File: config.mk
export PLATFORM = sky130hd
export DESIGN_NAME = dram_req_scheduler_flat
export DESIGN_NICKNAME = d
export VERILOG_FILES = /design/src/rtl/dram_req_scheduler_if.sv /design/src/rtl/dram_req_scheduler.sv /design/src/flat_wrapper.sv
export SDC_FILE = /design/constraint.sdc
export NUM_CORES = 1
export LEC_CHECK = 0
export CORE_ASPECT_RATIO = 0.7
export CORE_MARGIN = 1.5
export CORE_UTILIZATION = 40
export DETAILED_ROUTE_END_ITERATION = 8
export DONT_BUFFER_PORTS = 1
export PLACE_DENSITY = 0.52
export SYNTH_ARGS = -nofsm -noshare
export SYNTH_HDL_FRONTEND = slang
export SYNTH_SLANG_ARGS = --single-unit
export TNS_END_PERCENT = 10
File: constraint.sdc
create_clock -name clk -period 4.6 [get_ports clk]
set_clock_uncertainty 0.2 [all_clocks]
set_input_delay 0.69 -clock clk [delete_from_list [all_inputs] [get_ports clk]]
set_output_delay 0.69 -clock clk [all_outputs]
set_load 0.05 [all_outputs]
File: src/rtl/dram_req_scheduler_if.sv
// Request, grant and refresh handshake bundle between requesters/controller and the scheduler.
// Latency: none (wires only).
// Backpressure: none here; the scheduler holds grant until ctrl_done and refresh_flag until refresh_ack.
interface dram_req_scheduler_if #(
  parameter int NUM_REQ = 4,
  parameter int BW      = 3,
  parameter int RW      = 7,
  parameter int CW      = 3
);
  logic [NUM_REQ-1:0]    req;
  logic [NUM_REQ*BW-1:0] req_bank;
  logic [NUM_REQ*RW-1:0] req_row;
  logic [NUM_REQ*CW-1:0] req_col;
  logic [NUM_REQ-1:0]    grant;
  logic                  addr_val;
  logic [BW-1:0]         bank_id;
  logic [RW-1:0]         row_id;
  logic [CW-1:0]         col_id;
  logic                  ctrl_done;
  logic                  refresh_flag;
  logic                  refresh_ack;
  logic [3:0]            pending_refresh;
  logic                  refresh_overflow;

  // Requesters and the memory controller drive the request side.
  modport master (
    output req, req_bank, req_row, req_col, ctrl_done, refresh_ack,
    input  grant, addr_val, bank_id, row_id, col_id,
           refresh_flag, pending_refresh, refresh_overflow
  );

  // The scheduler drives grant, the latched address and refresh status.
  modport slave (
    input  req, req_bank, req_row, req_col, ctrl_done, refresh_ack,
    output grant, addr_val, bank_id, row_id, col_id,
           refresh_flag, pending_refresh, refresh_overflow
  );
endinterface

File: src/rtl/dram_req_scheduler.sv
// Round-robin DRAM access scheduler with postponable periodic refresh (IDLE/ACCESS/REFRESH).
// Latency: grant/addr_val one cycle after req is seen in IDLE; at least one IDLE cycle between operations.
// Backpressure: grant held until ctrl_done; refresh_flag held until refresh_ack; refreshes owed up to MAX_POSTPONE.
module dram_req_scheduler #(
  parameter int NUMBER_OF_BANKS  = 8,
  parameter int NUMBER_OF_ROWS   = 128,
  parameter int NUMBER_OF_COLS   = 8,
  parameter int NUM_REQ          = 4,
  parameter int REFRESH_INTERVAL = 780,
  parameter int MAX_POSTPONE     = 8
) (
  input logic           clk,
  input logic           rst_b,
  dram_req_scheduler_if.slave bus
);
  localparam int BW = $clog2(NUMBER_OF_BANKS);
  localparam int RW = $clog2(NUMBER_OF_ROWS);
  localparam int CW = $clog2(NUMBER_OF_COLS);
  localparam int IW = $clog2(NUM_REQ);
  localparam int TW = $clog2(REFRESH_INTERVAL);
  localparam logic [TW-1:0] TIMER_LOAD = TW'(REFRESH_INTERVAL - 1);
  localparam logic [3:0]    PEND_MAX   = 4'(MAX_POSTPONE);

  typedef enum logic [1:0] {IDLE, ACCESS, REFRESH} state_t;

  state_t               state;
  logic [TW-1:0]        timer;
  logic                 tick;
  logic                 ack_now;
  logic [IW-1:0]        rr_ptr;
  logic [IW-1:0]        cur_idx;
  logic [IW-1:0]        cand;
  logic [IW-1:0]        win_idx;
  logic                 win_vld;
  logic [BW-1:0]        win_bank;
  logic [RW-1:0]        win_row;
  logic [CW-1:0]        win_col;
  logic [NUM_REQ-1:0]   grant_q;
  logic                 addr_val_q;
  logic                 refresh_flag_q;
  logic [BW-1:0]        bank_q;
  logic [RW-1:0]        row_q;
  logic [CW-1:0]        col_q;
  logic [3:0]           pend_q;
  logic                 ovf_q;

  assign tick    = (timer == '0);
  assign ack_now = (state == REFRESH) && bus.refresh_ack;

  // Refresh interval timer: counts down, ticks for the one cycle it sits at zero, then reloads.
  always_ff @(posedge clk or posedge rst_b) begin
    if (rst_b)     timer <= TIMER_LOAD;
    else if (tick) timer <= TIMER_LOAD;
    else           timer <= timer - 1'b1;
  end

  // Round-robin pick: scan downward so the nearest set bit at or after rr_ptr is written last.
  always_comb begin
    win_vld = 1'b0;
    win_idx = '0;
    cand    = '0;
    for (int k = NUM_REQ - 1; k >= 0; k--) begin
      cand = IW'((int'(rr_ptr) + k) % NUM_REQ);
      if (bus.req[cand]) begin
        win_vld = 1'b1;
        win_idx = cand;
      end
    end
  end

  // Select the winning requester's address fields from the packed request buses.
  always_comb begin
    win_bank = '0;
    win_row  = '0;
    win_col  = '0;
    for (int i = 0; i < NUM_REQ; i++) begin
      if (win_idx == IW'(i)) begin
        win_bank = bus.req_bank[i*BW +: BW];
        win_row  = bus.req_row[i*RW +: RW];
        win_col  = bus.req_col[i*CW +: CW];
      end
    end
  end

  // Scheduler FSM with registered outputs and owed-refresh bookkeeping.
  always_ff @(posedge clk or posedge rst_b) begin
    if (rst_b) begin
      state          <= IDLE;
      grant_q        <= '0;
      addr_val_q     <= 1'b0;
      refresh_flag_q <= 1'b0;
      bank_q         <= '0;
      row_q          <= '0;
      col_q          <= '0;
      rr_ptr         <= '0;
      cur_idx        <= '0;
      pend_q         <= '0;
      ovf_q          <= 1'b0;
    end else begin
      // A tick and a completed refresh in the same cycle cancel out.
      if (tick && !ack_now) begin
        if (pend_q == PEND_MAX) ovf_q  <= 1'b1;
        else                    pend_q <= pend_q + 4'd1;
      end else if (ack_now && !tick) begin
        pend_q <= pend_q - 4'd1;
      end

      case (state)
        IDLE: begin
          if (pend_q == PEND_MAX) begin
            state          <= REFRESH;
            refresh_flag_q <= 1'b1;
          end else if (win_vld) begin
            state      <= ACCESS;
            grant_q    <= NUM_REQ'(1) << win_idx;
            addr_val_q <= 1'b1;
            cur_idx    <= win_idx;
            bank_q     <= win_bank;
            row_q      <= win_row;
            col_q      <= win_col;
          end else if (pend_q != 4'd0) begin
            state          <= REFRESH;
            refresh_flag_q <= 1'b1;
          end
        end
        ACCESS: begin
          if (bus.ctrl_done) begin
            state      <= IDLE;
            grant_q    <= '0;
            addr_val_q <= 1'b0;
            rr_ptr     <= (cur_idx == IW'(NUM_REQ - 1)) ? '0 : cur_idx + 1'b1;
          end
        end
        REFRESH: begin
          if (bus.refresh_ack) begin
            state          <= IDLE;
            refresh_flag_q <= 1'b0;
          end
        end
        default: state <= IDLE;
      endcase
    end
  end

  assign bus.grant            = grant_q;
  assign bus.addr_val         = addr_val_q;
  assign bus.refresh_flag     = refresh_flag_q;
  assign bus.bank_id          = bank_q;
  assign bus.row_id           = row_q;
  assign bus.col_id           = col_q;
  assign bus.pending_refresh  = pend_q;
  assign bus.refresh_overflow = ovf_q;
endmodule
File: src/flat_wrapper.sv
// flat-port wrapper written by rule: the top's interface ports become plain ports
module dram_req_scheduler_flat 
#(
  parameter int NUMBER_OF_BANKS  = 8,
  parameter int NUMBER_OF_ROWS   = 128,
  parameter int NUMBER_OF_COLS   = 8,
  parameter int NUM_REQ          = 4,
  parameter int REFRESH_INTERVAL = 780,
  parameter int MAX_POSTPONE     = 8
)
  (clk, rst_b, bus_req, bus_req_bank, bus_req_row, bus_req_col, bus_ctrl_done, bus_refresh_ack, bus_grant, bus_addr_val, bus_bank_id, bus_row_id, bus_col_id, bus_refresh_flag, bus_pending_refresh, bus_refresh_overflow);
  dram_req_scheduler_if #(.NUM_REQ(NUM_REQ)) bus_i ();
  input logic clk;
  input logic rst_b;
  input wire logic [$bits(bus_i.req)-1:0] bus_req;
  input wire logic [$bits(bus_i.req_bank)-1:0] bus_req_bank;
  input wire logic [$bits(bus_i.req_row)-1:0] bus_req_row;
  input wire logic [$bits(bus_i.req_col)-1:0] bus_req_col;
  input wire logic [$bits(bus_i.ctrl_done)-1:0] bus_ctrl_done;
  input wire logic [$bits(bus_i.refresh_ack)-1:0] bus_refresh_ack;
  output wire logic [$bits(bus_i.grant)-1:0] bus_grant;
  output wire logic [$bits(bus_i.addr_val)-1:0] bus_addr_val;
  output wire logic [$bits(bus_i.bank_id)-1:0] bus_bank_id;
  output wire logic [$bits(bus_i.row_id)-1:0] bus_row_id;
  output wire logic [$bits(bus_i.col_id)-1:0] bus_col_id;
  output wire logic [$bits(bus_i.refresh_flag)-1:0] bus_refresh_flag;
  output wire logic [$bits(bus_i.pending_refresh)-1:0] bus_pending_refresh;
  output wire logic [$bits(bus_i.refresh_overflow)-1:0] bus_refresh_overflow;
  assign bus_i.req = bus_req;
  assign bus_i.req_bank = bus_req_bank;
  assign bus_i.req_row = bus_req_row;
  assign bus_i.req_col = bus_req_col;
  assign bus_i.ctrl_done = bus_ctrl_done;
  assign bus_i.refresh_ack = bus_refresh_ack;
  assign bus_grant = bus_i.grant;
  assign bus_addr_val = bus_i.addr_val;
  assign bus_bank_id = bus_i.bank_id;
  assign bus_row_id = bus_i.row_id;
  assign bus_col_id = bus_i.col_id;
  assign bus_refresh_flag = bus_i.refresh_flag;
  assign bus_pending_refresh = bus_i.pending_refresh;
  assign bus_refresh_overflow = bus_i.refresh_overflow;
  dram_req_scheduler #(.NUMBER_OF_BANKS(NUMBER_OF_BANKS), .NUMBER_OF_ROWS(NUMBER_OF_ROWS), .NUMBER_OF_COLS(NUMBER_OF_COLS), .NUM_REQ(NUM_REQ), .REFRESH_INTERVAL(REFRESH_INTERVAL), .MAX_POSTPONE(MAX_POSTPONE)) u_core (.clk(clk), .rst_b(rst_b), .bus(bus_i));
endmodule
# Word level (Yosys, flattened, before mapping)

Cells that the tools add are included.

Input port bits: 60
Output and inout bits: 24
Word-level logic and storage cells: 111
Flip-flop bits (word level): 40

Mux-type cells: 52
Order comparisons: 4
$add $sub $neg: 7
Reduce and logical (&&, ||, !) cells: 19
Shifts and indexed selects: 1
Bitwise operators: 1
Equal/unequal tests: 15

Operators with widths:

| kind                                                | number |
|---|---|
| 2-to-1 mux 7 bit                                    | 4 |
| 2-to-1 mux 3 bit                                    | 8 |
| 2-to-1 mux 4 bit                                    | 6 |
| 2-to-1 mux 2 bit                                    | 10 |
| 2-to-1 mux 1 bit                                    | 15 |
| < comparator 2 x 3 -> 1 bit, second input constant  | 4 |
| logical NOT 10 bit                                  | 1 |
| 2-to-1 mux 10 bit                                   | 1 |
| subtractor 10 x 1 -> 10 bit, second input constant  | 1 |
| binary-select mux 1 bit (select 2 bit)              | 4 |
| equality test 2 bit, second input constant          | 4 |
| inequality test 2 bit, second input constant        | 4 |
| case mux 4 bit (2 select lines)                     | 1 |
| AND reduction 4 bit                                 | 2 |
| case mux 2 bit (3 select lines)                     | 1 |
| AND reduction 2 bit                                 | 3 |
| AND reduction 3 bit                                 | 2 |
| nonzero test 2 bit                                  | 3 |
| adder 2 x 1 -> 2 bit, second input constant         | 2 |
| adder 2 bit, second input constant                  | 2 |
| adder 4 x 1 -> 4 bit, second input constant         | 1 |
| equality test 2 x 1 -> 1 bit, second input constant | 2 |
| equality test 4 bit, second input constant          | 1 |
| logical NOT 2 bit                                   | 2 |
| 11 further kinds                                    | 15 |

# Depth between registers and ports, before layout

Gate-level depths: netlist of the first run.

Depth in word-level cells: 12
Mapped depth: 11

# Worst setup path after synthesis of the first run

No wires, ideal clock.

Kind: register -> register
Start: register u_core.timer[5]
End: register u_core.pend_q[3] (netlist: u_core.bus.pending_refresh[3])
Arrival: 2.112 ns
Setup slack: 2.147 ns
Cell stages (with the launch flop): 11
Buffers on the path: 1
Cell sequence: dfrtp_1 -> nor4_2 -> and4b_1 -> buf_4 -> nand2_1 -> ha_1 -> a21o_1 -> a21oi_1 -> nor2b_1 -> a2bb2oi_1 -> xnor2_1

Word-level cells in the longest chain between the ends: 5
Elaborated cells between the ends (all ways): 8

Ends and longest elaborated chain:

| element                              | RTL line                  | text |
|---|---|---|
| start: declaration                   | dram_req_scheduler.sv:27  | `logic [TW-1:0] timer;` |
| start signal: assignment             | dram_req_scheduler.sv:54  | `else timer <= timer - 1'b1;` |
| logical NOT 10 bit *                 | dram_req_scheduler.sv:47  | `assign tick = (timer == '0);` |
| logical NOT 1 bit                    | dram_req_scheduler.sv:104 | `end else if (ack_now && !tick) begin` |
| logical AND 1 bit                    | dram_req_scheduler.sv:104 |  |
| nonzero test 2 bit (no source line)  | n/a                       |  |
| AND reduction 2 bit (no source line) | n/a                       |  |
| end signal: assignment               | dram_req_scheduler.sv:103 | `else pend_q <= pend_q + 4'd1;` |
| end signal: assignment               | dram_req_scheduler.sv:105 | `pend_q <= pend_q - 4'd1;` |
| end: declaration                     | dram_req_scheduler.sv:44  | `logic [3:0] pend_q;` |

Mark *: on every way between the ends. The rest lies on a longest branch, timed or not.
A chain may end at the register's enable or synchronous reset.

# Worst setup path in the final report of the first run

Same ends and word-level chain as after synthesis.

==> results of run 1 <==
critical path, stage by stage (launching register included):
cell and delay [ns]:
sky130_fd_sc_hd__dfrtp_1 0.45, sky130_fd_sc_hd__nor4_2 0.38, sky130_fd_sc_hd__and4b_1 0.43, sky130_fd_sc_hd__nand2_1 0.19, sky130_fd_sc_hd__ha_1 0.32, sky130_fd_sc_hd__a21o_1 0.18
sky130_fd_sc_hd__a21oi_1 0.18, sky130_fd_sc_hd__nor2b_1 0.15, sky130_fd_sc_hd__a2bb2oi_1 0.09, sky130_fd_sc_hd__xnor2_1 0.15
path summary, 6_finish.rpt:
check | from | endpoint | slack, ns | cells past startpoint
min in group clk | u_core.timer[0]$_DFF_PP1_ | u_core.timer[0]$_DFF_PP1_ | 0.25 | 1
setup / recovery | u_core.timer[5]$_DFF_PP0_ | u_core.bus.pending_refresh[3]$_DFFE_PP0P_ | 1.73 | 9
setup reg to reg | u_core.timer[5]$_DFF_PP0_ | u_core.bus.pending_refresh[3]$_DFFE_PP0P_ | 1.73 | 9
hold reg to reg | u_core.timer[0]$_DFF_PP1_ | u_core.timer[0]$_DFF_PP1_ | 0.25 | 1
max in group asynchronous | rst_b | u_core.timer[8]$_DFF_PP1_ | 3.63 | 2
hold / removal | rst_b | u_core.bus.grant[2]$_DFFE_PP0P_ | 0.19 | 2
power by group through the flow:
| stage | Sequential (W) | Combinational (W) | Clock, W |
|---|---|---|---|
| floorplan | 0.000907 | 0.000441 | 0 |
| global placement | 0.000941 | 0.000473 | 0 |
| detailed placement | 0.000950 | 0.000498 | 0 |
| CTS | 0.000942 | 0.000501 | 0.000292 |
| global route | 0.000958 | 0.000563 | 0.000307 |
| finish | 0.000938 | 0.000494 | 0.000284 |
area by class of cell:
type                    count  area share
multi-input cells         165       0.474
well taps                  72      0.0379
clock buffers               5      0.0290
flip-flops and latches     40       0.424
inverters                   5     0.00790
clock inverters             3      0.0179
repair buffers              3     0.00948
routing by layer:
metal / vias to the layer above / part of all wire
met2: 54 / 0.50
met3: 2 / 0.071
li1: 817 / -
met5: - / 0
met1: 819 / 0.43
met4: 0 / 0.0046
metrics by stage:
step / hold slack [ns] / util / setup WS (ns) / area [um2]
2_1_floorplan: 0.228 / - / 2.15 / 2240
3_3_place_gp: 0.241 / 0.426 / 1.94 / 2260
3_5_place_dp: 0.237 / 0.426 / 1.78 / 2260
4_1_cts: 0.210 / 0.447 / 1.75 / 2370
5_1_grt: 0.222 / 0.447 / 1.50 / 2370
6_report: 0.193 / 0.447 / 1.73 / 2370
registers in the layout, summed over array words and instances, names as in the netlist:
| name | cells |
|---|---|
| u_core.timer | 10 |
| u_core.bus.row_id | 7 |
| u_core.bus.grant | 4 |
| u_core.bus.pending_refresh | 4 |
| u_core.bus.bank_id | 3 |
| u_core.bus.col_id | 3 |
| u_core.cur_idx | 2 |
| u_core.rr_ptr | 2 |
| u_core.state | 2 |
| u_core.bus.addr_val | 1 |
| u_core.bus.refresh_flag | 1 |
| u_core.bus.refresh_overflow | 1 |
cell usage in the layout (no fill, tap or decap), types with 4 or more instances in the layout:
cell	count
sky130_fd_sc_hd__nand2_1	31
sky130_fd_sc_hd__nor3_1	5
sky130_fd_sc_hd__dfstp_2	5
sky130_fd_sc_hd__xnor2_1	5
sky130_fd_sc_hd__inv_1	5
sky130_fd_sc_hd__clkbuf_8	5
sky130_fd_sc_hd__a211oi_1	13
sky130_fd_sc_hd__xor2_1	4
sky130_fd_sc_hd__and3_1	14
sky130_fd_sc_hd__dfrtp_1	35
sky130_fd_sc_hd__mux2_2	5
sky130_fd_sc_hd__ha_1	5
sky130_fd_sc_hd__o31ai_1	16
sky130_fd_sc_hd__a21oi_1	5
sky130_fd_sc_hd__nor2_1	8
sky130_fd_sc_hd__nand3_1	5
sky130_fd_sc_hd__o22ai_1	13
kinds of logic (layout without fill, tap and decap cells):
| family | count (synthesis) | after routing |
|---|---|---|
| flip-flops | 40 | 40 |
| adder cells (fa/ha/maj) | 6 | 6 |
| buffers and inverters | 16 | 16 |
| AND/OR/NAND/NOR | 82 | 82 |
| multiplexers | 5 | 5 |
| AO/OA/AOI/OAI | 63 | 63 |
| XOR/XNOR | 9 | 9 |
==> results.txt, run 1 <==
----------------------------------------------------
[Outcome]
  Status ... completed

[Routing]
  Routed length per instance ... 17.7 um
  Count of vias placed by the detailed router ... 1692
  Vias/cell ... 5.77
  Antenna violation net count after detailed routing ... 0
  DRC errors left ... 0
  Initial DRC count ... 67
  1st-pass router iterations ... 4
  WL final ... 5190 um

[Final layout]
  Layout fillers ... 512
  Total area of multi-input combinational cells ... 1120 um2
  Sequential cell area ... 1010 um2
  NumNets Final ... 286
  Synth-to-layout area growth ... 6.15%
  Fraction of final layout cells sized beyond drive strength 1 ... 0.145
  Antenna cell count ... 0
  Number of cells in the finished layout apart from fillers ... 293

[Setup path]
  Largest fanout on the critical path ... 8
  Required time at the endpoint of the critical path ... 4.55 ns
  Type of origin of the critical path ... register
  Kind of capture point of the worst setup path ... register
  Category of the most critical setup path ... register to register
  Arrival time at the worst endpoint ... 2.82 ns

[Clocking]
  Number of buffers added by the clock tree synthesis step ... 5
  CTS Sinks ... 40
  Buffers from clock root to sink, at most ... 2
  Post-CTS setup buffers ... 0
  Level count of the clock H-tree ... 2
  Hold-fix buffer count after cts ... 0
  Count of instances resized after the clock tree is built ... 0
  Latest clock arrival within the worst-skew pair ... 0.30 ns
  CTS tree ... yes
  Clock Root Buffer ... sky130_fd_sc_hd__clkbuf_8
  Clock slew at the register clock pins of the worst setup and hold paths ... 0.09 ns

[Yosys]
  Unique cell type count in the Yosys netlist ... 49
  Most used standard cells in the synthesized netlist ... 35 x sky130_fd_sc_hd__dfrtp_1, 31 x sky130_fd_sc_hd__nand2_1, 16 x sky130_fd_sc_hd__o31ai_1
  Flip-flop and latch count after synthesis ... 40
  Gate count of the mapped netlist ... 221
  Fraction of the mapped netlist area in compound gates ... 0.207
  Yosys top cell by area ... sky130_fd_sc_hd__dfrtp_1
  Synth Area in Adders ... 0.0369
  Post-synth top area share ... 0.391
  Top FF cell, synth ... sky130_fd_sc_hd__dfrtp_1
  Dominant combinational cell family by area after synthesis ... compound AO/OA/AOI/OAI gates
  Register area share after synthesis ... 0.450
  Area share of and/or/nand/nor cells after synthesis ... 0.199
  Synth async-reset ratio ... 1.00
  Summed instance area of the synthesized netlist ... 2240 um2
  Leading post-synthesis cells by cell area ... sky130_fd_sc_hd__dfrtp_1 39%, sky130_fd_sc_hd__dfstp_2 5.9%, sky130_fd_sc_hd__o31ai_1 5.4%
  Synthesized netlist net count ... 287
  Post-Synthesis Mean Instance Area ... 10.1 um2
  Multiplexer share of the synthesized area ... 0.0252
  Total of warnings raised by yosys ... 0
  Post-synthesis share of cell area spent on xor and xnor gates ... 0.0352
  Most frequent cell after synthesis ... sky130_fd_sc_hd__dfrtp_1
  Count of flip-flops with a built-in enable after synthesis ... 0

[Placement]
  HPWL Detailed ... 3980 um
  Input/output buffers ... 0
  Placer Congestion ... 0.788
  Cell count after placement ... 285

[Global route]
  Met2 routing resource usage after global routing ... 0.299
  All-Layer GR Usage ... 0.177
  Met3 track demand over resource ... 0.0567
  Number of antenna violations at the first check in global routing ... 0
  Wire length of the first global-routing pass ... 8270 um
  Largest net degree at the start of global routing ... 41
  Global routing's busiest layer ... met2
  Overflow left after global routing ... 0
  Met1 track demand over resource ... 0.223
  Vias in the first global route ... 1697

[Pwr]
  Clk network pwr share ... 0.166
  Lkg Pwr ... 1.01 nW
  Power per cell area ... 723 nW/um2
  Net switching share of the total power ... 0.510
  Share of total power in sequential cells ... 0.547
  Switching component of the power ... 0.000876 W
  Worst voltage drop across the vdd grid ... 276 uV
  Total power of the final layout ... 0.00172 W
  Fraction of power consumed by combinational cells ... 0.288
  Internal ... 0.000840 W

[Min path]
  Worst hold path class ... input pin to async pin

[Floorplan]
  Area of the die ... 6060 um2
  Top Ports ... 84
  Width of the die ... 92.4 um
  Y dimension of the die ... 65.6 um
  Std-Cell Rows ... 22
  Starting Density ... 0.421
  Core Box Area ... 5310 um2

[Timing]
  Final setup violation count ... 0
  Highest Clock Rate ... 349 MHz
  Transition time at the pin with the least slew margin ... 0.684 ns
  Unrepaired setup endpoints after global routing ... false
  Pins Over Slew Limit ... 0
  Final hold violations ... 0
  Post-layout min period ... 2.87 ns
  Fin Setup TNS ... 0 ns
  Worst max-slew margin expressed relative to the limit ... 0.544
  Ratio of final minimum period to clock period ... 0.624

[Run]
  Number of max-cap violations ... 0

----------------------------------------------------
(Power assumes the default switching activity.)
==> run 2: changes to the inputs <==
Settings changed: PLACE_DENSITY 0.52 to 0.54.
Clock period 4.6 ns to 2.55 ns, I/O delays scaled along.
==> results.txt, run 2 (same netlist as run 1, synthesis figures left out) <==
----------------------------------------------------
[Outcome]
  Status ... completed (unchanged)

[Routing]
  1st-pass router iterations ... 4 (unchanged)
  Vias/cell ... 5.91 (was 5.77)
  Antenna violation net count after detailed routing ... 0 (unchanged)
  Count of vias placed by the detailed router ... 1808 (was 1692)
  Initial DRC count ... 58 (was 67)
  Routed length per instance ... 17.8 um (was 17.7 um)
  DRC errors left ... 0 (unchanged)
  WL final ... 5460 um (was 5190 um)

[Pwr]
  Power per cell area ... 1280 nW/um2 (was 723 nW/um2)
  Worst voltage drop across the vdd grid ... 535 uV (was 276 uV)
  Lkg Pwr ... 1.07 nW (was 1.01 nW)

[Floorplan]
  Core Box Area ... 5310 um2 (unchanged)
  Starting Density ... 0.421 (unchanged)
  Std-Cell Rows ... 22 (unchanged)
  Area of the die ... 6060 um2 (unchanged)
  Top Ports ... 84 (unchanged)
  Y dimension of the die ... 65.6 um (unchanged)
  Width of the die ... 92.4 um (unchanged)

[Timing]
  Highest Clock Rate ... 410 MHz (was 349 MHz)
  Worst max-slew margin expressed relative to the limit ... 0.562 (was 0.544)
  Pins Over Slew Limit ... 0 (unchanged)
  Transition time at the pin with the least slew margin ... 0.657 ns (was 0.684 ns)
  Final setup violation count ... 0 (unchanged)
  Final hold violations ... 0 (unchanged)
  Final setup margin ... 0.109 ns (was 1.73 ns)
  Ratio of final minimum period to clock period ... 0.957 (was 0.624)
  Post-layout min period ... 2.44 ns (was 2.87 ns)

[Final layout]
  Total area of multi-input combinational cells ... 1150 um2 (was 1120 um2)
  Flip-flop count of the largest register, all copies and words added ... 10 (unchanged)
  Commonest non-fill, non-tap cell in the layout ... sky130_fd_sc_hd__dfrtp_1 (unchanged)
  Register containing the most flip-flops in the final layout ... u_core.timer (unchanged)
  Synth-to-layout area growth ... 12.0% (was 6.15%)
  Number of cells in the finished layout apart from fillers ... 306 (was 293)
  Fraction of final layout cells sized beyond drive strength 1 ... 0.205 (was 0.145)
  Layout fillers ... 503 (was 512)
  Antenna cell count ... 0 (unchanged)
  NumNets Final ... 299 (was 286)
  Sequential cell area ... 1010 um2 (about the same)
  Utilization after layout ... 0.472 (was 0.447)
  Highest-count cells in the layout ignoring fill and taps ... 34 x sky130_fd_sc_hd__dfrtp_1, 30 x sky130_fd_sc_hd__nand2_1, 16 x sky130_fd_sc_hd__o31ai_1 (was 35 x sky130_fd_sc_hd__dfrtp_1, 31 x sky130_fd_sc_hd__nand2_1, 16 x sky130_fd_sc_hd__o31ai_1)

[Placement]
  Placer Congestion ... 0.855 (was 0.788)
  Cell count after placement ... 293 (was 285)
  HPWL Detailed ... 3910 um (was 3980 um)
  Post-place setup slack ... 0.0657 ns (was 1.78 ns)
  Input/output buffers ... 0 (unchanged)

[Global route]
  Number of antenna violations at the first check in global routing ... 0 (unchanged)
  Wire length of the first global-routing pass ... 8600 um (was 8270 um)
  Overflow left after global routing ... 0 (unchanged)
  Vias in the first global route ... 1775 (was 1697)
  Largest net degree at the start of global routing ... 41 (unchanged)
  All-Layer GR Usage ... 0.185 (was 0.177)

[Setup path]
  Largest fanout on the critical path ... 15 (was 8)
  Arrival time at the worst endpoint ... 2.42 ns (was 2.82 ns)
  Category of the most critical setup path ... register to register (unchanged)
  Kind of capture point of the worst setup path ... register (unchanged)
  Required time at the endpoint of the critical path ... 2.53 ns (was 4.55 ns)
  Type of origin of the critical path ... register (unchanged)

[Clocking]
  Buffers from clock root to sink, at most ... 2 (unchanged)
  Clock Root Buffer ... sky130_fd_sc_hd__clkbuf_8 (unchanged)
  CTS tree ... yes (unchanged)
  Clock slew at the register clock pins of the worst setup and hold paths ... 0.09 ns (about the same)
  Latest clock arrival within the worst-skew pair ... 0.29 ns (was 0.30 ns)
  CTS Sinks ... 40 (unchanged)
  Level count of the clock H-tree ... 2 (unchanged)
  Number of buffers added by the clock tree synthesis step ... 5 (unchanged)

[Min path]
  Worst hold path class ... input pin to register (was input pin to async pin)

[Run]
  Number of max-cap violations ... 0 (unchanged)

----------------------------------------------------
-- run 2: cell type report --
| type | count | share of cell area |
|---|---|---|
| inverters | 5 | 0.00749 |
| flip-flops and latches | 40 | 0.402 |
| repair buffers | 16 | 0.0499 |
| multi-input cells | 165 | 0.458 |
| well taps | 72 | 0.0359 |
| clock inverters | 3 | 0.0190 |
| clock buffers | 5 | 0.0275 |
-- run 2: timing repair --
item	in CTS	in global routing
endpoints found under the hold margin	36	0
buffers inserted	0	3
hold buffers	2	0
resized for setup	0	6
endpoints found under the setup margin	0	2
-- run 2: per-stage QoR --
stage / power, W / hold slack, ns / TNS [ns] / instance area, um2
after floorplan: 0.00243 / 0.228 / 0 / 2240
after global placement: 0.00261 / 0.232 / 0 / 2320
after detailed placement: 0.00268 / 0.241 / 0 / 2320
after CTS: 0.00323 / 0.0658 / 0 / 2460
after global routing: 0.00342 / 0.0726 / -0.00835 / 2510
final: 0.00321 / 0.0771 / 0 / 2510
-- run 2: path summary, 6_finish.rpt --
check	startpoint	end	slack (ns)	depth (start not counted)
worst min-delay path	bus_ctrl_done	u_core.state[0]$_DFFE_PP0P_	0.08	2
min in group asynchronous	rst_b	u_core.bus.grant[3]$_DFFE_PP0P_	0.45	3
max in group asynchronous	rst_b	u_core.timer[5]$_DFF_PP0_	1.30	3
worst max-delay path	u_core.rr_ptr[0]$_DFFE_PP0P_	u_core.bus.row_id[2]$_DFFE_PP0N_	0.11	4
worst max register to register	u_core.rr_ptr[0]$_DFFE_PP0P_	u_core.bus.row_id[2]$_DFFE_PP0N_	0.11	4
worst min register to register	u_core.timer[0]$_DFF_PP1_	u_core.timer[0]$_DFF_PP1_	0.27	1
-- run 2: power breakdown --
part | internal (W) | switching, W | total [W]
logic | 0.000448 | 0.000689 | 0.00114
registers | 0.000845 | 0.000690 | 0.00154
clock network | 0.000295 | 0.000240 | 0.000535
-- run 2: layer usage --
| metal | track usage | wire length (um) | up-vias | part of all wire |
|---|---|---|---|---|
| met1 | 0.236 | 2490 | 887 | 0.46 |
| li1 | - | - | 853 | - |
| met2 | 0.294 | 2580 | 64 | 0.47 |
| met3 | 0.0637 | 351 | 4 | 0.064 |
| met5 | 0 | 0 | - | 0 |
| met4 | 0.0615 | 38 | 0 | 0.0070 |
-- run 2: worst max-delay path, stage by stage (launching register included) --
cell and delay, ns:
sky130_fd_sc_hd__dfrtp_1 0.47, sky130_fd_sc_hd__o2111ai_2 0.60, sky130_fd_sc_hd__nand2_1 0.53, sky130_fd_sc_hd__a211oi_1 0.41
sky130_fd_sc_hd__o31ai_1 0.11
==> run 3: changes to the inputs <==
Settings changed: CORE_MARGIN 1.5 to 2.
==> results.txt, run 3 (same netlist as run 1, synthesis figures left out) <==
----------------------------------------------------
[Floorplan]
  Y dimension of the die ... 66.6 um (was 65.6 um)
  Width of the die ... 93.4 um (was 92.4 um)
  Core Box Area ... 5310 um2 (unchanged)
  Area of the die ... 6220 um2 (was 6060 um2)
  Starting Density ... 0.421 (unchanged)
  Std-Cell Rows ... 22 (unchanged)
  Top Ports ... 84 (unchanged)

[Outcome]
  Status ... completed (unchanged)

[Placement]
  Post-place setup slack ... 0.0339 ns (was 0.0657 ns)
  Input/output buffers ... 0 (unchanged)
  Placer Congestion ... 0.828 (was 0.855)
  HPWL Detailed ... 3970 um (was 3910 um)
  Cell count after placement ... 294 (was 293)
  Placed cell areas ... 2330 um2 (was 2320 um2)

[Final layout]
  Flip-flop count of the largest register, all copies and words added ... 10 (unchanged)
  NumNets Final ... 297 (was 299)
  Fraction of final layout cells sized beyond drive strength 1 ... 0.190 (was 0.205)
  Register containing the most flip-flops in the final layout ... u_core.timer (unchanged)
  Highest-count cells in the layout ignoring fill and taps ... 34 x sky130_fd_sc_hd__dfrtp_1, 30 x sky130_fd_sc_hd__nand2_1, 16 x sky130_fd_sc_hd__o31ai_1 (unchanged)
  Antenna cell count ... 0 (unchanged)
  Synth-to-layout area growth ... 10.8% (was 12.0%)
  Final Instance Area ... 2480 um2 (was 2510 um2)
  Utilization after layout ... 0.467 (was 0.472)
  Number of cells in the finished layout apart from fillers ... 304 (was 306)
  Commonest non-fill, non-tap cell in the layout ... sky130_fd_sc_hd__dfrtp_1 (unchanged)

[Timing]
  Ratio of final minimum period to clock period ... 0.954 (was 0.957)
  Fin Setup TNS ... 0 ns (unchanged)
  Transition time at the pin with the least slew margin ... 0.645 ns (was 0.657 ns)
  Final hold violations ... 0 (unchanged)
  Post-layout min period ... 2.43 ns (was 2.44 ns)
  Final setup margin ... 0.117 ns (was 0.109 ns)
  Pins Over Slew Limit ... 0 (unchanged)
  Highest Clock Rate ... 411 MHz (was 410 MHz)
  Final setup violation count ... 0 (unchanged)
  Worst max-slew margin expressed relative to the limit ... 0.570 (was 0.562)

[Clocking]
  CTS Sinks ... 40 (unchanged)
  Level count of the clock H-tree ... 2 (unchanged)
  Buffers from clock root to sink, at most ... 2 (unchanged)
  Post-CTS setup buffers ... 0 (unchanged)
  Number of buffers added by the clock tree synthesis step ... 5 (unchanged)
  Clock slew at the register clock pins of the worst setup and hold paths ... 0.08 ns (was 0.09 ns)
  Latest clock arrival within the worst-skew pair ... 0.28 ns (was 0.29 ns)
  CTS tree ... yes (unchanged)
  Clock Root Buffer ... sky130_fd_sc_hd__clkbuf_8 (unchanged)

[Routing]
  DRC errors left ... 0 (unchanged)
  1st-pass router iterations ... 4 (unchanged)
  Antenna violation net count after detailed routing ... 0 (unchanged)
  Count of vias placed by the detailed router ... 1753 (was 1808)
  Vias/cell ... 5.77 (was 5.91)
  Initial DRC count ... 106 (was 58)
  WL final ... 5340 um (was 5460 um)
  Routed length per instance ... 17.6 um (was 17.8 um)

[Pwr]
  Power per cell area ... 1280 nW/um2 (about the same)
  Lkg Pwr ... 1.06 nW (was 1.07 nW)
  Worst voltage drop across the vdd grid ... 516 uV (was 535 uV)

[Setup path]
  Kind of capture point of the worst setup path ... register (unchanged)
  Required time at the endpoint of the critical path ... 2.52 ns (was 2.53 ns)
  Largest fanout on the critical path ... 6 (was 15)
  Arrival time at the worst endpoint ... 2.40 ns (was 2.42 ns)
  Category of the most critical setup path ... register to register (unchanged)
  Type of origin of the critical path ... register (unchanged)

[Global route]
  Overflow left after global routing ... 0 (unchanged)
  Wire length of the first global-routing pass ... 8360 um (was 8600 um)
  Number of antenna violations at the first check in global routing ... 0 (unchanged)
  Vias in the first global route ... 1781 (was 1775)
  Largest net degree at the start of global routing ... 41 (unchanged)
  All-Layer GR Usage ... 0.173 (was 0.185)

[Min path]
  Worst hold path class ... input pin to register (unchanged)

[Run]
  Number of max-cap violations ... 0 (unchanged)

----------------------------------------------------
-- run 3: cell types whose count changed in the layout (fill, tap and decap cells not counted) --
cell                         delta
sky130_fd_sc_hd__clkinv_2       +1
sky130_fd_sc_hd__buf_4          -2
sky130_fd_sc_hd__clkinvlp_4     +1
sky130_fd_sc_hd__nor2b_1        +1
sky130_fd_sc_hd__clkinv_4       -2
sky130_fd_sc_hd__nor2b_2        -1
sky130_fd_sc_hd__nor3_1         +1
sky130_fd_sc_hd__nor3_2         -1
-- run 3: worst paths after layout --
| kind | depth (start not counted) | to | start | slack, ns |
|---|---|---|---|---|
| min in group asynchronous | 3 | u_core.bus.grant[3]$_DFFE_PP0P_ | rst_b | 0.47 |
| max in group asynchronous | 3 | u_core.timer[5]$_DFF_PP0_ | rst_b | 1.30 |
| hold / removal | 2 | u_core.state[0]$_DFFE_PP0P_ | bus_ctrl_done | 0.08 |
| hold reg to reg | 1 | u_core.timer[0]$_DFF_PP1_ | u_core.timer[0]$_DFF_PP1_ | 0.27 |
| setup / recovery | 9 | u_core.bus.pending_refresh[3]$_DFFE_PP0P_ | u_core.timer[5]$_DFF_PP0_ | 0.12 |
| setup reg to reg | 9 | u_core.bus.pending_refresh[3]$_DFFE_PP0P_ | u_core.timer[5]$_DFF_PP0_ | 0.12 |
-- run 3: critical path: stages, from the launching register on --
cell                        delay [ns]
sky130_fd_sc_hd__dfrtp_2          0.46
sky130_fd_sc_hd__nor4_4           0.30
sky130_fd_sc_hd__and4b_1          0.28
sky130_fd_sc_hd__nand2_1          0.09
sky130_fd_sc_hd__buf_4            0.16
sky130_fd_sc_hd__ha_1             0.31
sky130_fd_sc_hd__a21oi_2          0.15
sky130_fd_sc_hd__nor2b_1          0.15
sky130_fd_sc_hd__a2bb2oi_1        0.09
sky130_fd_sc_hd__xnor2_1          0.14
-- run 3: repair_timing --
action,CTS,global route
gates resized for setup,0,4
endpoints found under the hold margin,36,0
hold buffers,2,0
setup endpoints to repair,0,2
-- run 3: final cells by class --
class,count,area (um2)
clock inverters,3,42.5
repair buffers,14,110
fillers,504,2830
multi-input cells,165,1140
flip-flops and latches,40,1010
inverters,5,18.8
well taps,72,90.1
clock buffers,5,68.8
-- run 3: through the flow --
step | power (W) | hold WS (ns)
after floorplan | 0.00243 | 0.228
after global placement | 0.00261 | 0.230
after detailed placement | 0.00267 | 0.240
after CTS | 0.00320 | 0.0704
after global routing | 0.00337 | 0.0750
final | 0.00317 | 0.0797
-- run 3: power by group --
group | total (W) | switching, W | internal (W) | leakage (nW)
sequential | 0.00154 | 0.000694 | 0.000845 | 0.474
combinational | 0.00112 | 0.000672 | 0.000444 | 0.529
clock | 0.000511 | 0.000221 | 0.000290 | 0.0541
-- run 3: per-layer routing --
layer  global-route usage  part of all wire  vias to the layer above
li1                     -                 -                      842
met1                0.221              0.45                      855
met2                0.276              0.47                       54
met3               0.0588             0.074                        2
met4               0.0588            0.0052                        0
met5                    0                 0                        -
